$ cat src/rtl/axi_bigreg_initiator.sv
// axi_bigreg_initiator: writes a wide register as NWORDS AXI-lite word beats followed by a valid-flag beat.
module axi_bigreg_initiator #(
  parameter int DATA_WIDTH = 256,
  parameter int WORD_WIDTH = 16,
  parameter int TIMEOUT    = 255
) (
  input  logic                  clk,
  input  logic                  rst_n,
  input  logic                  cmd_valid,
  output logic                  cmd_ready,
  input  logic [31:0]           cmd_base_addr,
  input  logic [DATA_WIDTH-1:0] cmd_data,
  output logic [31:0]           awaddr,
  output logic                  awvalid,
  input  logic                  awready,
  output logic [31:0]           wdata,
  output logic [3:0]            wstrb,
  output logic                  wvalid,
  input  logic                  wready,
  input  logic [1:0]            bresp,
  input  logic                  bvalid,
  output logic                  bready,
  output logic                  done,
  output logic [1:0]            done_resp,
  output logic                  busy
);
  localparam int NWORDS = DATA_WIDTH / WORD_WIDTH;
  localparam int BW = $clog2(NWORDS + 1);
  localparam int CW = $clog2(TIMEOUT + 1);
  typedef enum logic [1:0] {IDLE, ADDR_DATA, WAIT_B, FINISH} state_t;
  state_t r_state, w_next;
  logic [BW-1:0] r_beat, w_beat;
  logic [CW-1:0] r_cnt;
  logic [31:0] r_base, w_base;
  logic [DATA_WIDTH-1:0] r_data, w_src;
  logic [WORD_WIDTH-1:0] w_word;
  logic [1:0] r_done_resp, w_resp;
  logic r_aw_done, r_w_done, w_aw_hs, w_w_hs, w_load, w_last, w_timeout;
  assign cmd_ready = r_state == IDLE;
  assign awvalid = r_state == ADDR_DATA && !r_aw_done;
  assign wvalid = r_state == ADDR_DATA && !r_w_done;
  assign bready = r_state == WAIT_B;
  assign done = r_state == FINISH;
  assign busy = r_state != IDLE;
  assign done_resp = r_done_resp;
  assign w_aw_hs = awvalid && awready;
  assign w_w_hs = wvalid && wready;
  assign w_timeout = r_cnt == CW'(TIMEOUT - 1);
  // The first beat is loaded straight from the command inputs, later beats from the latched copy.
  assign w_src = cmd_ready ? cmd_data : r_data;
  assign w_base = cmd_ready ? cmd_base_addr : r_base;
  assign w_beat = cmd_ready ? '0 : r_beat + BW'(1);
  assign w_word = WORD_WIDTH'(w_src >> (int'(w_beat) * WORD_WIDTH));
  assign w_last = w_beat == BW'(NWORDS);
  always_comb begin
    w_next = r_state;
    w_load = 1'b0;
    w_resp = r_done_resp;
    unique case (r_state)
      IDLE: if (cmd_valid) begin
        w_next = ADDR_DATA;
        w_load = 1'b1;
        w_resp = 2'b00;
      end
      ADDR_DATA: if (r_aw_done && r_w_done) w_next = WAIT_B;
        else if (w_timeout && !((r_aw_done || w_aw_hs) && (r_w_done || w_w_hs))) begin
          w_next = FINISH;
          w_resp = 2'b10;
        end
      WAIT_B: if (bvalid) begin
        if (bresp[1]) begin
          w_next = FINISH;
          w_resp = bresp;
        end else if (r_beat == BW'(NWORDS)) begin
          w_next = FINISH;
          w_resp = 2'b00;
        end else begin
          w_next = ADDR_DATA;
          w_load = 1'b1;
        end
      end else if (w_timeout) begin
        w_next = FINISH;
        w_resp = 2'b10;
      end
      default: w_next = IDLE;
    endcase
  end
  always_ff @(posedge clk or negedge rst_n) begin
    if (!rst_n) begin
      r_state <= IDLE;
      r_beat <= '0;
      r_cnt <= '0;
      r_base <= '0;
      r_data <= '0;
      r_done_resp <= 2'b00;
      r_aw_done <= 1'b0;
      r_w_done <= 1'b0;
      awaddr <= '0;
      wdata <= '0;
      wstrb <= '0;
    end else begin
      r_state <= w_next;
      r_done_resp <= w_resp;
      r_cnt <= (w_next != r_state || r_state == IDLE) ? '0 : r_cnt + CW'(1);
      r_aw_done <= w_load ? 1'b0 : r_aw_done | w_aw_hs;
      r_w_done <= w_load ? 1'b0 : r_w_done | w_w_hs;
      if (w_load && cmd_ready) begin
        r_base <= cmd_base_addr;
        r_data <= cmd_data;
      end
      if (w_load) begin
        r_beat <= w_beat;
        awaddr <= w_base + (32'(w_beat) << 2);
        wdata <= w_last ? 32'h1 : 32'(w_word);
        wstrb <= 4'hF;
      end
    end
  end
endmodule
$ cat config.mk
export PLATFORM = sky130hd
export DESIGN_NAME = axi_bigreg_initiator
export DESIGN_NICKNAME = d
export VERILOG_FILES = /design/src/rtl/axi_bigreg_initiator.sv
export SDC_FILE = /design/constraint.sdc
export NUM_CORES = 1
export LEC_CHECK = 0
export CAP_MARGIN = 10
export CORE_MARGIN = 1
export CORE_UTILIZATION = 45
export DETAILED_ROUTE_END_ITERATION = 16
export DONT_BUFFER_PORTS = 1
export PLACE_DENSITY_LB_ADDON = 0.1
export RECOVER_POWER = 50
export SLEW_MARGIN = 20
export SYNTH_ARGS = -nofsm -noshare
export SYNTH_HDL_FRONTEND = slang
export SYNTH_SLANG_ARGS = --single-unit
$ cat constraint.sdc
create_clock -name clk -period 7.4 [get_ports clk]
set_clock_uncertainty 0.1 [all_clocks]
set_input_delay 1.48 -clock clk [delete_from_list [all_inputs] [get_ports clk]]
set_output_delay 1.48 -clock clk [all_outputs]
set_load 0.02 [all_outputs]
After elaboration in Yosys (flattened, before gate mapping)
Index checks and enable logic that the tools add are counted.

Input bits: 296. Logic and storage cells: 75. Memories kept: 0. Bits in writable memories: 0. Output and inout port bits: 76. Memory bits (read-only): 0. Register bits after elaboration: 372. Bits in latches: 0.

Divide/modulo/power cells: 0. $lt $le $gt $ge: 0. Multiply operators: 0. Eq/ne operators: 12. Bitwise gates (word level): 2. Multiplexer cells: 28. Add/sub/neg operators: 3. Shift operators: 1. Reduce and logical (&&, ||, !) cells: 18.

Operators with widths (count): $mux 256 (1); $shr 256x9->16 (1); $add 32x7->32 (1); $mux 32 (1); $mux 2 (14); $mux 16 (1); $pmux 2 s3 (2); $eq 5x5->1 const B (2); $add 8x1->8 const B (1); $eq 8x8->1 const B (1); $logic_and 1x1->1 (8); $mux 8 (1); $mux 1 (6); $reduce_and 6->1 (1); $add 5x1->5 const B (1); $mux 5 (1); $eq 2x2->1 const B (2); $ne 2x2->1 const B (2); $ne 4x3->1 const B (1); $logic_not 1->1 (3); $logic_or 1x1->1 (3); $ne 3x2->1 const B (1); $reduce_bool 3->1 (1); $eq 2x1->1 const B (1); other kinds (6) (7).

Depth between registers and ports, before layout
Gate-level depths: netlist of run 1.

Depth after elaboration: 13. Depth in mapped cells: 18. Depth with buffers taken out: 12.

Worst setup path after synthesis of run 1
OpenSTA, ideal clock, no wires.

Path type: flip-flop to flip-flop. From: register r_state[1]. To: register awaddr[20]. Path buffers: 7. Path slack: 3070 ps. Required time: 7163 ps. Arrival time: 4093 ps. Library setup time: 137 ps. Clock period less this slack: 4330 ps. Stages on the path, launching flop included: 19. Cell sequence: dfrtp_1 -> inv_1 -> ha_1 -> buf_4 -> buf_2 -> buf_2 -> buf_2 -> buf_2 -> buf_2 -> mux2_2 -> ha_1 -> fa_1 -> a211oi_1 -> o21bai_1 -> nand2b_1 -> clkbuf_1 -> nand3b_1 -> xor2_1 -> a21oi_1.

Longest elaborated chain between the ends: 3. Elaborated cells between the ends (all ways): 6. Those cells by class: 1 x add/sub; 1 x eq/ne; 3 x mux; 1 x reduce/logical.

Ends and longest elaborated chain: start, declared (RTL line 31) `state_t r_state, w_next;`; start signal, assigned (RTL line 102) `r_state <= w_next;`; $logic_not 2->1 (*) (RTL line 39) `assign cmd_ready = r_state == IDLE;`; net cmd_ready (RTL line 10) `output logic cmd_ready,`; $mux 32 / $mux 5 (equally long branches) (RTL line 51, 52); $add 32x7->32 (RTL line 113) `awaddr <= w_base + (32'(w_beat) << 2);`; end signal, assigned (RTL line 113); end, declared (RTL line 13) `output logic [31:0] awaddr,`.

The timed path passes the listed nets; every way through them passes the cells marked *. A chain may end at the register's enable or synchronous reset.

Worst setup path after layout of run 1
From: register r_beat[0]. To: register awaddr[19].

Elaborated cells between the ends (all ways): 8. Those cells by class: 2 x add/sub; 1 x eq/ne; 5 x mux.

RTL lines: start, declared (RTL line 32) `logic [BW-1:0] r_beat, w_beat;`; start signal, assigned (RTL line 112) `r_beat <= w_beat;`; $add 5x1->5 (RTL line 52) `assign w_beat = cmd_ready ? '0 : r_beat + BW'(1);`; $mux 5 (RTL line 52); net w_beat[1] (RTL line 32); $add 32x7->32 (RTL line 113).

The timed path passes the listed nets, and every way through them passes these cells.

==> results of run 1 <==
[state kept, by name, indices dropped and copies added, names as in the netlist]
| register | flops |
|---|---|
| r_data | 256 |
| wstrb | 1 |
| r_aw_done | 1 |
| r_cnt | 8 |
| done_resp | 2 |
| r_beat | 5 |
| r_state | 2 |
| r_w_done | 1 |
| wdata | 16 |
| r_base | 32 |
| awaddr | 32 |
[path summary, 6_finish.rpt]
kind                                          end  slack (ps)  cells past startpoint
hold reg to reg             r_data[0]$_DFFE_PN0P_         380                      2
setup / recovery           awaddr[19]$_DFFE_PN0P_        2850                     11
min in group asynchronous  r_data[43]$_DFFE_PN0P_         510                      0
setup reg to reg           awaddr[19]$_DFFE_PN0P_        2850                     11
max in group asynchronous   r_beat[0]$_DFFE_PN0P_        5530                      0
hold / removal              r_data[0]$_DFFE_PN0P_         380                      2
[layer usage]
metal / global-route usage, % / vias up / wire (um)
met5: 0 / - / 88
met4: 5.997 / 12 / 1006
met3: 8.881 / 78 / 4104
met2: 35.51 / 290 / 22070
met1: 31.35 / 5484 / 21390
li1: - / 4933 / -
[cells by family after synthesis]
kind of cell / synth area share [%]
muxes: 30.27
DFF: 48.32
AOI/OAI and AO/OA: 8.327
and+or+nand+nor: 5.999
buffers and inverters: 4.370
xor gates and xnor gates: 1.710
adders and majority gates: 0.9908
other: 0.02034
[placed cells by master (no fill, tap or decap), types with 3 or more instances in the layout]
master     count
a21oi_1       76
or2_2          3
clkbuf_8      12
o221a_2        9
o31ai_1        3
dfrtp_1      355
nor2b_1       10
clkbuf_1      11
xor2_1        23
clkbuf_16     43
a211o_1       10
clkinv_2       5
nand3_1       16
inv_1         10
a21o_1        10
buf_4         11
a221oi_1       5
mux2i_1       46
o21ai_0       46
a211oi_1      24
o22ai_1       30
mux2_1        15
nand4b_1       4
nand4_1        7
nand3b_1       6
mux2_4       248
ha_1          11
mux2_2        35
mux4_2        37
nor2_1        63
a32oi_1        5
xnor2_1       11
conb_1        16
bufinv_16      4
nor3_1         7
nand2_1      101
nand2b_1       5
[area by class of cell]
type	count	share of cell area (%)
sequential	356	44.52
timing repair buffer	12	0.5125
tap	525	3.281
multi-input combinational	921	44.25
clock buffer	66	6.406
clock inverter	11	0.8124
antenna	1	0.01250
inverter	11	0.2062
[worst max-delay path: cells and delay by family (launching register included)]
| family | cells | cell delay (ps) |
|---|---|---|
| and+or+nand+nor | 3 | 820 |
| DFF | 1 | 790 |
| buffers and inverters | 2 | 640 |
| muxes | 1 | 260 |
| adders and majority gates | 2 | 950 |
| AOI/OAI and AO/OA | 2 | 680 |
| xor gates and xnor gates | 1 | 170 |
[metrics by stage]
step                power [W]  cells  area, sq um  hold WS [ps]
floorplan            0.007032   1398        18490         344.0
CTS                   0.01018   1902        20010         392.6
global route          0.01070   1902        20020         411.0
finish                0.01008   1903        20020         383.2
global placement     0.007896   1825        18570         369.2
detailed placement   0.007948   1825        18570         381.5
[power by group through the flow]
stage | clock [W] | combinational [W] | sequential (W)
floorplan | 0 | 0.00354 | 0.00349
global placement | 0 | 0.00415 | 0.00374
detailed placement | 0 | 0.00419 | 0.00376
CTS | 0.00222 | 0.00421 | 0.00374
global route | 0.00231 | 0.00453 | 0.00386
finish | 0.00217 | 0.00417 | 0.00374
==> flow_metrics.env, run 1 <==
export IMPL_grt_max_degree=357
export IMPL_num_fill_cells=3487
export IMPL_synth_edf_count=0
export IMPL_hold_violations=0
export IMPL_synth_top_area_cell="dfrtp_1"
export IMPL_cp_slowest_cell="dfrtp_4"
export IMPL_clkSlewWorstSetupHoldPaths_ps=60
export IMPL_p_leak_nw=9.246
export IMPL_dp_slack_ps=2752
export IMPL_vdd_drop_max_mv=0.2416
export IMPL_path_cells="inv_1, ha_4, inv_2, nor2_1, ha_1, a21oi_1, nand4b_1, a21oi_1, nand3_1, xor2_1, mux2_2"
export IMPL_slew_headroom_pct=6.307
export IMPL_period_share_pct=61.45
export IMPL_cts_tree="built"
export IMPL_synthFlopType="dfrtp_1"
export IMPL_initial_core_util_pct=45.98
export IMPL_yosys_top_cells_count="dfrtp_1, mux2_4, nand2_1"
export IMPL_first_global_vias=11360
export IMPL_grt_total_usage_pct=23.41
export IMPL_synthArstFlopShare_pct=100.0
export IMPL_switching_share_pct=34.65
export IMPL_outcome="complete, no violations"
export IMPL_gp_congestion=0.8212
export IMPL_drive_above_1_share_pct=30.94
export IMPL_wl_per_cell_um=25.57
export IMPL_max_freq_mhz=219.9
export IMPL_vias=10800
export IMPL_cts_root_buf="clkbuf_16"
export IMPL_syn_area_sq_mm=0.01844
export IMPL_dr_pass1_iters=5
export IMPL_synthTopCellsByArea="dfrtp_1, mux2_4, mux4_2"
export IMPL_cts_hold_buf=0
export IMPL_synth_top_area_share_pct=48.32
export IMPL_path_common_cell="a21oi_1"
export IMPL_port_buffers=0
export IMPL_final_nets=1654
export IMPL_clkPwrFrac_pct=21.5
export IMPL_max_cap_violations=0
export IMPL_cts_sinks=356
export IMPL_ios=372
export IMPL_core_sq_mm=0.04010
export IMPL_routed_via_density=5.674
export IMPL_period_minus_slack_ps=4547
export IMPL_dp_hpwl_mm=33.19
export IMPL_setup_viol_count_final=0
export IMPL_grt_pass1_wl_mm=73.23
export IMPL_floorplan_rows=73
export IMPL_synth_cells=1383
export IMPL_die_h_um=204.4
export IMPL_yosys_warnings=0
export IMPL_multi_input_area_sq_mm=0.008860
export IMPL_required_ps=7730
export IMPL_switchingPower_w=0.003492
export IMPL_antenna_found_initial=7
export IMPL_drt_iter0_drc=716
export IMPL_seqPwrFrac_pct=37.1
export IMPL_combPwrFrac_pct=41.4
export IMPL_numCtsBuffers=42
export IMPL_final_seq_area_sq_mm=0.008912
export IMPL_clkLatencyLatePin_ps=570
export IMPL_synth_most_common_cell="dfrtp_1"
export IMPL_rsz0062_at_grt="no"
export IMPL_hp_class="reg -> reg"
export IMPL_dieArea_sq_mm=0.04179
export IMPL_grt_overflow_total=0
export IMPL_ys_types=65
export IMPL_worstMarginPinSlew_ps=1405
export IMPL_fin_util_pct=49.93
export IMPL_critPathMaxFanout=37
export IMPL_cts_resized=0
export IMPL_synth_seq_cells=356
export IMPL_startpoint="r_beat[0]$_DFFE_PN0P_"
export IMPL_area_delta_synth_final_pct=8.585
export IMPL_internal_power_w=0.006585
export IMPL_htree_levels=2
export IMPL_critPathArrivalTime_ps=4880
export IMPL_ys_seq_area_share_pct=48.32
export IMPL_clockBufferDepth=3
export IMPL_setup_ws_ps=2853
export IMPL_synth_area_per_cell_sq_um=13.33
export IMPL_drt_total_wl_mm=48.66
export IMPL_r2r_start="r_beat[0]$_DFFE_PN0P_"
export IMPL_die_w_um=204.4
export IMPL_post_cts_setup_buffer_count=0
export IMPL_tns_ps=0
export IMPL_endpoint_kind="register"
export IMPL_drc=0
export IMPL_ant_nets=0
export IMPL_crit_path_start_kind="register"
export IMPL_min_from="r_data[0]$_DFFE_PN0P_"
export IMPL_slew_viol_final=0
export IMPL_worstSetupPathType="reg -> reg"
export IMPL_powerDensity_mw_per_mm2=503.3
export IMPL_slowest_delay_ps=790
(Power assumes the default switching activity.)
==> run 2, diff against run 1 <==
==> constraint.sdc (replaced) <==
create_clock -name clk -period 3.65 [get_ports clk]
set_clock_uncertainty 0.1 [all_clocks]
set_input_delay 0.73 -clock clk [delete_from_list [all_inputs] [get_ports clk]]
set_output_delay 0.73 -clock clk [all_outputs]
set_load 0.02 [all_outputs]
==> flow_metrics.env, run 2 (synthesis results as in run 1) <==
export IMPL_outcome="finished, violations left"
export IMPL_failed_checks="negative hold slack"
export IMPL_first_global_vias=11320
export IMPL_reg_top3="r_data (256), awaddr (32), r_base (32)"
export IMPL_slew_viol_final=0
export IMPL_drc=0
export IMPL_die_w_um=204.4
export IMPL_cts_root_buf="clkbuf_16"
export IMPL_clockBufferDepth=3
export IMPL_switching_share_pct=34.85
export IMPL_internal_power_w=0.01319
export IMPL_largest_reg_flops=256
export IMPL_seqPwrFrac_pct=37.1
export IMPL_numCtsBuffers=43
export IMPL_initial_core_util_pct=45.98
export IMPL_cts_sinks=356
export IMPL_drt_total_wl_mm=48.35
export IMPL_ios=372
export IMPL_drt_iter0_drc=729
export IMPL_clkLatencyLatePin_ps=570
export IMPL_gp_congestion=0.8300
export IMPL_core_sq_mm=0.04010
export IMPL_clkPwrFrac_pct=20.8
export IMPL_cts_tree="built"
export IMPL_hold_violations=356
export IMPL_top_register="r_data"
export IMPL_final_nets=1669
export IMPL_combPwrFrac_pct=42.1
export IMPL_layoutNonFillerInstCount=1918
export IMPL_routed_via_density=5.645
export IMPL_max_freq_mhz=298.8
export IMPL_grt_total_usage_pct=23.44
export IMPL_antenna_found_initial=12
export IMPL_crit_path_start_kind="register"
export IMPL_critPathMaxFanout=20
export IMPL_num_fill_cells=3488
export IMPL_max_cap_violations=0
export IMPL_area_delta_synth_final_pct=9.168
export IMPL_vias=10830
export IMPL_hold_ws_ps=-225.5
export IMPL_switchingPower_w=0.007054
export IMPL_die_h_um=204.4
export IMPL_post_cts_setup_buffer_count=0
export IMPL_dieArea_sq_mm=0.04179
export IMPL_slew_headroom_pct=35.98
export IMPL_rsz0062_at_grt="no"
export IMPL_setup_viol_count_final=0
export IMPL_period_minus_slack_ps=3346
export IMPL_clkSlewWorstSetupHoldPaths_ps=60
export IMPL_dp_cells=1839
export IMPL_p_leak_nw=9.309
export IMPL_critPathArrivalTime_ps=3740
export IMPL_worstMarginPinSlew_ps=960.3
export IMPL_endpoint_kind="register"
export IMPL_powerDensity_mw_per_mm2=1006
export IMPL_floorplan_rows=73
export IMPL_period_share_pct=91.68
export IMPL_required_ps=4040
export IMPL_port_buffers=0
export IMPL_grt_overflow_total=0
export IMPL_grt_max_degree=357
export IMPL_drive_above_1_share_pct=32.18
export IMPL_grt_pass1_wl_mm=73.16
export IMPL_vdd_drop_max_mv=0.5249
export IMPL_ant_nets=0
export IMPL_tns_ps=0
export IMPL_dp_hpwl_mm=33.67
export IMPL_htree_levels=2
export IMPL_final_common_cell="dfrtp_1"
export IMPL_hp_class="in -> async"
export IMPL_final_cell_mix="dfrtp_1, mux2_4, nand2_1, a21oi_1, nor2_1"
export IMPL_dr_pass1_iters=5
export IMPL_worstSetupPathType="reg -> reg"
export IMPL_wl_per_cell_um=25.21
-- run 2: layout make-up --
type                       count  area, sq um  area share [%]
clock buffer                  63         1291           6.415
timing repair buffer          26        261.5           1.299
clock inverter                12        93.84          0.4662
inverter                      11        41.29          0.2051
tap                          525        656.9           3.263
sequential                   356         8912           44.28
antenna                        4        10.01         0.04973
multi-input combinational    921         8861           44.02
-- run 2: final timing paths --
path	startpoint	end	slack [ps]	cells past startpoint
min in group clk	cmd_data[179]	r_data[179]$_DFFE_PN0P_	200	1
max in group asynchronous	rst_n	r_beat[0]$_DFFE_PN0P_	2780	0
min	rst_n	r_data[58]$_DFFE_PN0P_	-230	0
max reg2reg	r_state[0]$_DFF_PN0_	wdata[8]$_DFFE_PN0P_	300	9
min reg2reg	r_data[0]$_DFFE_PN0P_	r_data[0]$_DFFE_PN0P_	380	2
max	r_state[0]$_DFF_PN0_	wdata[8]$_DFFE_PN0P_	300	9
-- run 2: routing by layer --
metal / vias to the layer above / share of wire (%) / global-route usage (%)
met5: - / 0.23 / 0
met4: 16 / 2.4 / 6.930
met3: 73 / 9.5 / 9.359
met2: 336 / 45 / 35.34
met1: 5441 / 43 / 30.91
li1: 4961 / - / -
-- run 2: timing repair --
item,4_1_cts,5_1_grt
hold endpoints to repair,356,356
setup endpoints to repair,0,2
resized for setup,0,2
-- run 2: metrics by stage --
| step | util [%] | hold slack (ps) | total power [W] | instance area [sq um] | worst slack (ps) |
|---|---|---|---|---|---|
| floorplan | - | 334.4 | 0.01432 | 18540 | 13.06 |
| CTS | 50.16 | -262.4 | 0.02043 | 20110 | 200.7 |
| global placement | 46.70 | 340.7 | 0.01598 | 18730 | 342.5 |
| detailed placement | 46.70 | 346.1 | 0.01612 | 18730 | 226.1 |
| global route | 50.19 | -245.2 | 0.02149 | 20130 | 73.81 |
| finish | 50.20 | -225.5 | 0.02024 | 20130 | 303.6 |
-- run 2: worst max-delay path, stage by stage, from the launching register on --
cell	delay, ps
dfrtp_1	460
inv_2	120
ha_4	360
inv_1	100
buf_4	250
nand2_1	630
o221a_2	340
a211oi_1	60
a211oi_1	670
a211o_1	180
-- run 2: power groups by stage --
stage / combinational [W] / sequential (W) / clock [W]
after floorplan: 0.00724 / 0.00707 / 0
after global placement: 0.00848 / 0.00751 / 0
after detailed placement: 0.00857 / 0.00754 / 0
after CTS: 0.00861 / 0.00750 / 0.00431
after global routing: 0.00926 / 0.00776 / 0.00447
final: 0.00852 / 0.00752 / 0.00420
